$ cat config.mk
export PLATFORM = sky130hd
export DESIGN_NAME = processor_control_unit
export DESIGN_NICKNAME = d
export VERILOG_FILES = /design/src/rtl/processor_pkg.sv /design/src/rtl/processor_branch_eval.sv /design/src/rtl/processor_control_unit.sv
export SDC_FILE = /design/constraint.sdc
export NUM_CORES = 1
export LEC_CHECK = 0
export BUFFER_PORTS_ARGS = -buffer_cell sky130_fd_sc_hd__buf_4
export CAP_MARGIN = 20
export CORE_UTILIZATION = 32
export DETAILED_ROUTE_END_ITERATION = 6
export PLACE_DENSITY = 0.57
export SLEW_MARGIN = 40
export SYNTH_ARGS = -nofsm -noshare
export SYNTH_HDL_FRONTEND = slang
export SYNTH_SLANG_ARGS = --single-unit
$ cat constraint.sdc
create_clock -name clk -period 2.8 [get_ports clk]
set_input_delay 0.56 -clock clk [delete_from_list [all_inputs] [get_ports clk]]
set_output_delay 0.56 -clock clk [all_outputs]
set_load 0.05 [all_outputs]
$ cat src/rtl/processor_pkg.sv
// Shared encodings for the simple 32-bit processor: opcodes, branch conditions,
// status-register bit positions and the control-unit state type.
package processor_pkg;

   localparam logic [3:0] OP_NOP = 4'h0;
   localparam logic [3:0] OP_LD  = 4'h1;
   localparam logic [3:0] OP_STR = 4'h2;
   localparam logic [3:0] OP_BRA = 4'h3;
   localparam logic [3:0] OP_XOR = 4'h4;
   localparam logic [3:0] OP_ADD = 4'h5;
   localparam logic [3:0] OP_ROT = 4'h6;
   localparam logic [3:0] OP_SHF = 4'h7;
   localparam logic [3:0] OP_HLT = 4'h8;
   localparam logic [3:0] OP_CMP = 4'h9;

   localparam logic [3:0] CC_A  = 4'h0;
   localparam logic [3:0] CC_P  = 4'h1;
   localparam logic [3:0] CC_E  = 4'h2;
   localparam logic [3:0] CC_C  = 4'h3;
   localparam logic [3:0] CC_N  = 4'h4;
   localparam logic [3:0] CC_Z  = 4'h5;
   localparam logic [3:0] CC_NC = 4'h6;
   localparam logic [3:0] CC_NP = 4'h7;

   localparam int unsigned ST_C = 0;
   localparam int unsigned ST_P = 1;
   localparam int unsigned ST_E = 2;
   localparam int unsigned ST_N = 3;
   localparam int unsigned ST_Z = 4;

   typedef enum logic [2:0] {
      S_IDLE, S_FETCH, S_DECODE, S_EXEC, S_MEM, S_WB, S_HALT
   } state_t;

endpackage

$ cat src/rtl/processor_branch_eval.sv
// Branch condition evaluator: maps a condition code and the status flags to taken.
module processor_branch_eval
   import processor_pkg::*;
(
   input  logic [3:0] cond,
   input  logic [4:0] status,
   output logic       taken
);

   always_comb begin
      taken = 1'b0;
      case (cond)
         CC_A:    taken = 1'b1;
         CC_P:    taken = status[ST_P];
         CC_E:    taken = status[ST_E];
         CC_C:    taken = status[ST_C];
         CC_N:    taken = status[ST_N];
         CC_Z:    taken = status[ST_Z];
         CC_NC:   taken = ~status[ST_C];
         CC_NP:   taken = ~status[ST_P];
         default: taken = 1'b0;
      endcase
   end

endmodule

$ cat src/rtl/processor_control_unit.sv
// Multi-cycle sequencer: owns PC/IR, arbitrates the single memory port between
// fetch and LD/STR, and issues register-file, ALU and status strobes.
module processor_control_unit
   import processor_pkg::*;
#(
   parameter logic [11:0] RESET_PC = 12'h100,
   parameter int unsigned MAX_WAIT = 16
) (
   input  logic        clk,
   input  logic        rst,
   input  logic        start,
   output logic        mem_req,
   output logic        mem_we,
   output logic [11:0] mem_addr,
   input  logic        mem_ready,
   input  logic [31:0] mem_rdata,
   output logic [31:0] ir,
   output logic [11:0] pc,
   input  logic [4:0]  status,
   output logic        rf_we,
   output logic        rf_wsel_mem,
   output logic [3:0]  alu_op,
   output logic        status_we,
   output logic        halted,
   output logic        fault
);

   localparam int unsigned WW = $clog2(MAX_WAIT + 1);

   state_t        state, state_n;
   logic [11:0]   pc_n;
   logic [31:0]   ir_n;
   logic          fault_n;
   logic [WW-1:0] wait_cnt;
   logic [31:0]   ldata;
   logic [3:0]    op;
   logic          taken;
   logic          timeout;

   assign op      = ir[31:28];
   assign timeout = !mem_ready && (wait_cnt == WW'(MAX_WAIT - 1));

   processor_branch_eval u_branch_eval (
      .cond   (ir[27:24]),
      .status (status),
      .taken  (taken)
   );

   always_comb begin
      state_n = state;
      pc_n    = pc;
      ir_n    = ir;
      fault_n = fault;
      case (state)
         S_IDLE: begin
            if (start) begin
               state_n = S_FETCH;
               pc_n    = RESET_PC;
            end
         end
         S_FETCH: begin
            if (mem_ready) begin
               ir_n    = mem_rdata;
               pc_n    = pc + 12'd1;
               state_n = S_DECODE;
            end else if (timeout) begin
               fault_n = 1'b1;
               state_n = S_HALT;
            end
         end
         S_DECODE: begin
            case (op)
               OP_NOP:                                 state_n = S_FETCH;
               OP_HLT:                                 state_n = S_HALT;
               OP_LD, OP_STR:                          state_n = S_MEM;
               OP_XOR, OP_ADD, OP_ROT, OP_SHF, OP_CMP: state_n = S_EXEC;
               OP_BRA: begin
                  if (taken) pc_n = ir[11:0];
                  state_n = S_FETCH;
               end
               default: begin
                  fault_n = 1'b1;
                  state_n = S_HALT;
               end
            endcase
         end
         S_EXEC, S_WB: state_n = S_FETCH;
         S_MEM: begin
            if (mem_ready) begin
               state_n = (op == OP_LD) ? S_WB : S_FETCH;
            end else if (timeout) begin
               fault_n = 1'b1;
               state_n = S_HALT;
            end
         end
         S_HALT: begin
            if (start) begin
               state_n = S_FETCH;
               pc_n    = RESET_PC;
               fault_n = 1'b0;
            end
         end
         default: state_n = S_IDLE;
      endcase
   end

   // Outputs are registered from the next state so they line up with the state they belong to.
   always_ff @(posedge clk or posedge rst) begin
      if (rst) begin
         state       <= S_IDLE;
         pc          <= RESET_PC;
         ir          <= '0;
         fault       <= 1'b0;
         wait_cnt    <= '0;
         ldata       <= '0;
         mem_req     <= 1'b0;
         mem_we      <= 1'b0;
         mem_addr    <= '0;
         rf_we       <= 1'b0;
         rf_wsel_mem <= 1'b0;
         alu_op      <= '0;
         status_we   <= 1'b0;
         halted      <= 1'b0;
      end else begin
         state    <= state_n;
         pc       <= pc_n;
         ir       <= ir_n;
         fault    <= fault_n;
         wait_cnt <= (state_n == state) ? wait_cnt + 1'b1 : '0;
         if (state == S_MEM && op == OP_LD && mem_ready) ldata <= mem_rdata;
         mem_req     <= (state_n == S_FETCH) || (state_n == S_MEM);
         mem_we      <= (state_n == S_MEM) && (op == OP_STR);
         mem_addr    <= (state_n == S_MEM) ? ((op == OP_STR) ? ir[11:0] : ir[23:12]) : pc_n;
         rf_we       <= ((state_n == S_EXEC) && (op != OP_CMP)) || (state_n == S_WB);
         rf_wsel_mem <= (state_n == S_WB);
         status_we   <= (state_n == S_EXEC) || (state_n == S_WB);
         alu_op      <= (state_n == S_EXEC) ? op : '0;
         halted      <= (state_n == S_HALT);
      end
   end

endmodule

### Word level (Yosys, flattened, before mapping)

Cells that the tools add are included.

| cells by class | value |
|---|---|
| magnitude comparators | 0 |
| divide/modulo/power cells | 0 |
| bitwise gates (word level) | 2 |
| muxes and demuxes | 22 |
| multiply operators | 0 |
| add/sub/neg operators | 2 |
| reduce and logical (&&, ||, !) cells | 20 |
| eq/ne operators | 34 |
| shift-type cells | 0 |

Operator list:

| cell | count |
|---|---|
| two-way mux 12 bit | 6 |
| case mux 12 bit (3 select lines) | 1 |
| equality test 4 x 3 -> 1 bit (second input constant) | 8 |
| equality test 3 bit (second input constant) | 6 |
| equality test 4 x 2 -> 1 bit (second input constant) | 4 |
| two-way mux 3 bit | 5 |
| case mux 3 bit (5 select lines) | 1 |
| adder 12 x 1 -> 12 bit (second input constant) | 1 |
| OR reduction 10 bit | 1 |
| OR reduction 2 bit | 5 |
| equality test 3 x 2 -> 1 bit (second input constant) | 3 |
| case mux 3 bit (3 select lines) | 1 |
| equality test 4 x 1 -> 1 bit (second input constant) | 2 |
| equality test 4 bit (second input constant) | 2 |
| logical NOT 4 bit | 2 |
| case mux 1 bit (8 select lines) | 1 |
| equality test 3 x 1 -> 1 bit (second input constant) | 2 |
| inequality test 2 bit (second input constant) | 3 |
| adder 5 x 1 -> 5 bit (second input constant) | 1 |
| equality test 5 x 4 -> 1 bit (second input constant) | 1 |
| two-way mux 5 bit | 1 |
| AND reduction 5 bit | 1 |
| OR reduction 5 bit | 1 |
| two-way mux 1 bit | 4 |
| 12 further kinds | 17 |

| storage, ports and cells | value |
|---|---|
| bits of input ports | 41 |
| output and inout bits | 67 |
| memories kept | 0 |
| bits in registers | 75 |
| logic and storage cells | 93 |
| bits in latches | 0 |
| bits in writable memories | 0 |
| memory bits (read-only) | 0 |

### Logic depth before layout (Yosys ltp)

| logic depth | value |
|---|---|
| depth in word-level cells | 8 |
| depth in mapped cells | 11 |
| depth with buffers taken out | 10 |

### By module

A second synthesis with hierarchy kept.

| unflattened totals | value |
|---|---|
| cells, all modules | 320 |
| area, all modules | 3746.1 µm² |

By module, submodules not included:

| module | sequential area each (µm²) | times used | cells each | area an instance (µm²) |
|---|---|---|---|---|
| processor_control_unit | 1878.1 | 1 | 310 | 3671.0 |
| processor_branch_eval | 0.0 | 1 | 10 | 75.1 |

### Least setup slack after synthesis

No wires, ideal clock.

| timing | value |
|---|---|
| path type | reg2reg |
| from | reg wait_cnt[0] |
| to | reg mem_addr[4] |
| arrival time | 2.360 ns |
| stages on the path, launching flop included | 12 |
| buffers on the path | 1 |
| clock period less this slack | 2.486 ns |
| setup time | 0.126 ns |
| data required time | 2.674 ns |
| path slack | 0.314 ns |
| cells stage by stage | dfrtp_1 ha_1 and3_1 ha_1 o21ba_1 a2bb2oi_1 o221a_1 buf_6 and3_4 a21o_1 and2_0 a221o_1 |

| on the way | value |
|---|---|
| word-level cells in the longest chain between the ends | 7 |
| elaborated cells on any way between the ends | 8 |
| classes of those cells | eq/ne: 2; mux: 5; reduce/logical: 1 |

Ends and longest elaborated chain:

| what | RTL line | text |
|---|---|---|
| from (decl) | processor_control_unit.sv:34 | `logic [WW-1:0] wait_cnt;` |
| from (signal assigned) | processor_control_unit.sv:129 | `wait_cnt <= (state_n == state) ? wait_cnt + 1'b1 : '0;` |
| equality test 5 x 4 -> 1 bit (*) | processor_control_unit.sv:41 | `assign timeout = !mem_ready && (wait_cnt == WW'(MAX_WAIT - 1));` |
| logical AND 1 bit (*) | processor_control_unit.sv:41 |  |
| two-way mux 3 bit (*) | processor_control_unit.sv:66, processor_control_unit.sv:91 |  |
| two-way mux 3 bit, on equally long branches | processor_control_unit.sv:89, processor_control_unit.sv:62 |  |
| case mux 3 bit (5 select lines) (*) | processor_control_unit.sv:54 | `case (state)` |
| equality test 3 bit (*) | processor_control_unit.sv:133 | `mem_addr <= (state_n == S_MEM) ? ((op == OP_STR) ? ir[11:0] : ir[23:12]) : pc_n;` |
| two-way mux 12 bit (*) | processor_control_unit.sv:133 |  |
| to (signal assigned) | processor_control_unit.sv:133 |  |
| to (decl) | processor_control_unit.sv:14 | `output logic [11:0] mem_addr,` |

Mark *: on every way between the ends. The rest lies on a longest branch, timed or not.
A chain may end at the register's enable or synchronous reset.

### Worst setup path after layout

| timing | value |
|---|---|
| from | reg wait_cnt[0] |
| to | reg mem_addr[5] |

The elaborated chain is that of the path after synthesis.

==> results.md <==
- Type of the worst setup path: register to register
- Multi-input logic area: between 1500 and 2000 µm²
- Synthesized area: roughly 3700 µm²
- Number of warning messages in the yosys log: 0
- Count of flip-flops with a built-in enable after synthesis: 0
- Status: finished, final reports clean
- Cells along the critical path: ha_1 > and3_1 > ha_1 > and2b_1 > a22oi_1 > o21a_1 > and3_4 > buf_4 > a21oi_1 > a221o_1
- Top routing layer in use: met4
- CP required: ~3.0 ns
- CTS H-tree depth: 3
- Sequential fraction of the synthesis area: approximately 51%
- Max-capacitance violation count: 0
- Number of gates resized after CTS: 0
- Buffers and inverters on the worst path: 1
- Area contributors post-synth: sky130_fd_sc_hd__dfrtp_1 50%, sky130_fd_sc_hd__mux2_2 9.5%, sky130_fd_sc_hd__nand2_1 2.8%
- Placeable core area: approximately 11,000 µm²
- Clock slew at the register clock pins of the worst setup and hold paths: roughly 0.06 ns
- First-pass GRT wire length: between 10,000 and 15,000 µm
- Combined global-route utilization of all metal layers: around 17%
- Pwr Density: roughly 1400 nW/µm²
- Biggest area consumer among synthesized cells: sky130_fd_sc_hd__dfrtp_1
- Filler instances: 1,067
- Number of setup buffers added after CTS: 0
- Setup repair after global routing missed its margin: no
- Cell family with the largest share of critical-path delay: compound AO/OA/AOI/OAI gates
- Clk root buf: sky130_fd_sc_hd__clkbuf_16
- Clock tree from TritonCTS: yes
- Type of the worst min-delay path: primary input to async pin
- Length of routed met2 wiring: 4454 µm
- Area of all sequential standard cells: around 1900 µm²
- Sum of overflow across all layers after global routing: 0
- Total of buffers placed on input and output ports: approximately 110
- Number of search-and-repair iterations in the first detailed-routing pass: 4
- Worst slew margin relative to its limit: between 50% and 60%
- Detail Placement HPWL: ~7000 µm
- Total count of hold-check failures in the final report: 0
- Time the worst path needs with I/O delays and setup: 2.562 ns
- Async SR Flop Fraction: 100.0%
- Final period utilization: between 90 and 100%
- I/O pin count: 108
- R2R Setup Slk: between 0.2 and 0.25 ns
- Routability congestion estimate from global placement: 0.8570
- Number of antenna violations at the first check in global routing: 0
- Area fraction of the dominant cell type after synthesis: about half
- Top FF cell, synth: sky130_fd_sc_hd__dfrtp_1
- Unique cell type count in the Yosys netlist: 60
- F_max: a little under 400 MHz
- Net total in the final layout: roughly 490
- Insertion delay of the later-clocked pin in the worst-skew pair: 0.33 ns
- Post-route met1 wirelength: about 4100 µm
- Slew @ Worst Pin: 0.6433 ns
- DRC viols: 0
- Kind of start point of the critical path: register
- Die span in y: 109.3 µm
- Vias per Instance: between 5 and 6
- Number of global-route vias before repair: approximately 3k
- Die outline area: between 10,000 and 15,000 µm²
- Count of inserted antenna diode cells: 0
- Worst ir drop on vdd: 0.6217 mV
- Final-report max-slew violation count: 0
- Max incr delay on CP: between 0.3 and 0.4 ns
- Num rows: 38
- Maximum clock skew at final layout: about 0.0056 ns
- Syn_area_per_cell: 11.06 µm²
- Data arrival time at the worst-slack endpoint: 2.77 ns
- TritonCTS buffer count: 9
- Number of buffers added to fix hold violations after cts: 0
- Horizontal extent of the die: about 110 µm
- DRT iter0 DRCs: 110
- Most numerous cell on the critical path: sky130_fd_sc_hd__ha_1
- Largest net degree at the start of global routing: 40
- Leakage: around 2.4 nW
- Summed negative setup slack over all endpoints: 0 ns
- WL/cell: around 16 µm
- Deepest clock path buffer count: 2
- Startpoint of the worst register-to-register path: wait_cnt[0]
- Overall power of the completed layout: between 6 and 7 mW
- Sinks on the clock net: 75
- Largest fanout on the critical path: 12
- Routed Wire Length: slightly above 9000 µm
- P&R area growth vs syn: 36.39%
- Source of the critical timing path: wait_cnt[0]
- Number of instances in the synthesized netlist: between 300 and 400
- Critical-path cell with the highest stage delay: sky130_fd_sc_hd__dfrtp_1
- Initial standard-cell utilization of the core: around a third
- Metal3 WL: around 650 µm
- Antenna viol nets, final: 0
- Leading cell types in the layout, fill and taps excluded: 112 x sky130_fd_sc_hd__buf_4, 74 x sky130_fd_sc_hd__dfrtp_1, 31 x sky130_fd_sc_hd__mux2_2
- Total via count after detailed routing: roughly 2.9k
- Endpoints failing setup: 0
- Setup crit end kind: register
- Seq cells post-synth: between 70 and 80
- Proportion of layout cells with a drive suffix above 1: between 30% and 40%
- Net count of the mapped netlist: between 300 and 400
- Most frequent standard cell in the layout excluding fill and tap cells: sky130_fd_sc_hd__buf_4
[per-layer routing]
layer	vias up	GRT usage [%]
li1	1410	-
met1	1439	21.43
met2	91	26.15
met3	9	5.499
met4	0	5.524
met5	-	0
[cells in the mapped netlist, types with 2 or more instances]
cell type                   number
sky130_fd_sc_hd__a211oi_1        2
sky130_fd_sc_hd__a21boi_0        2
sky130_fd_sc_hd__a21o_1          7
sky130_fd_sc_hd__a21oi_1         9
sky130_fd_sc_hd__a221o_1         9
sky130_fd_sc_hd__a22oi_1         2
sky130_fd_sc_hd__a2bb2oi_1       2
sky130_fd_sc_hd__a31oi_1         3
sky130_fd_sc_hd__and2_0          4
sky130_fd_sc_hd__and2_1          5
sky130_fd_sc_hd__and2b_1         3
sky130_fd_sc_hd__and3_1          5
sky130_fd_sc_hd__and4_1          2
sky130_fd_sc_hd__buf_2          10
sky130_fd_sc_hd__buf_6           3
sky130_fd_sc_hd__dfrtp_1        74
sky130_fd_sc_hd__ha_1            3
sky130_fd_sc_hd__inv_1          11
sky130_fd_sc_hd__mux2_2         31
sky130_fd_sc_hd__mux2i_1         7
sky130_fd_sc_hd__nand2_1        27
sky130_fd_sc_hd__nand2b_1        3
sky130_fd_sc_hd__nand3_1         7
sky130_fd_sc_hd__nand4_1         3
sky130_fd_sc_hd__nor2_1         23
sky130_fd_sc_hd__nor2b_1         6
sky130_fd_sc_hd__nor3_1          4
sky130_fd_sc_hd__nor3b_1         2
sky130_fd_sc_hd__o211ai_1        2
sky130_fd_sc_hd__o21a_1          7
sky130_fd_sc_hd__o21ai_0        13
sky130_fd_sc_hd__o21ba_1         2
sky130_fd_sc_hd__o21bai_1        2
sky130_fd_sc_hd__or2_2           2
sky130_fd_sc_hd__or3_1           3
sky130_fd_sc_hd__xnor2_1         6
sky130_fd_sc_hd__xor2_1          4
[path summary, 6_finish.rpt]
path / to / cells past startpoint
min: ir[12] / 2
max reg2reg: mem_addr[5] / 10
min reg2reg: wait_cnt[0] / 1
max in group asynchronous: pc[5] / 3
max: mem_addr[5] / 10
min in group clk: ir[31] / 3
[flip-flops by register name, indices dropped and copies added, names as in the netlist, 3 cells and up]
register	count
pc	12
alu_op	4
state	3
wait_cnt	5
ir	32
mem_addr	12
[power breakdown]
part           switching [mW]  internal, mW
clock network           0.427          1.01
registers               0.473          1.49
logic                    2.20          1.24
total                    3.10          3.73
[stage by stage]
step / hold slack [ns] / area, µm² / instances / util, % / setup slack [ns]
after floorplan: 0.4329 / 3682 / 333 / - / 0.3139
after global placement: 0.4439 / 4646 / 571 / 42.12 / 0.3205
after detailed placement: 0.4526 / 4646 / 571 / 42.12 / 0.2530
after CTS: 0.3212 / 5022 / 587 / 45.53 / 0.2398
after global routing: 0.3499 / 5022 / 587 / 45.53 / 0.05389
final: 0.2989 / 5022 / 587 / 45.53 / 0.2382
[area by class of cell]
type,count,share of cell area [%]
clock inverters,4,2.392
multi-input cells,231,33.23
flip-flops and latches,75,37.39
clock buffers,12,5.107
well taps,140,3.488
inverters,11,0.8470
repair buffers,114,17.54
[cells by family after synthesis]
| family | Yosys count | synth area share, % |
|---|---|---|
| compound gates | 72 | 14.68 |
| buf+inv | 27 | 3.839 |
| mux | 38 | 11.38 |
| fa+ha+maj | 3 | 1.019 |
| flops | 75 | 51.00 |
| simple gates | 108 | 15.70 |
| xor+xnor | 10 | 2.378 |
[worst register-to-register path, stage by stage (launching register included)]
cell and delay [ns]:
sky130_fd_sc_hd__dfrtp_1 0.39, sky130_fd_sc_hd__ha_1 0.22, sky130_fd_sc_hd__and3_1 0.18, sky130_fd_sc_hd__ha_1 0.21
sky130_fd_sc_hd__and2b_1 0.22, sky130_fd_sc_hd__a22oi_1 0.23, sky130_fd_sc_hd__o21a_1 0.26, sky130_fd_sc_hd__and3_4 0.22
sky130_fd_sc_hd__buf_4 0.19, sky130_fd_sc_hd__a21oi_1 0.06, sky130_fd_sc_hd__a221o_1 0.27
(Power assumes the default switching activity.)
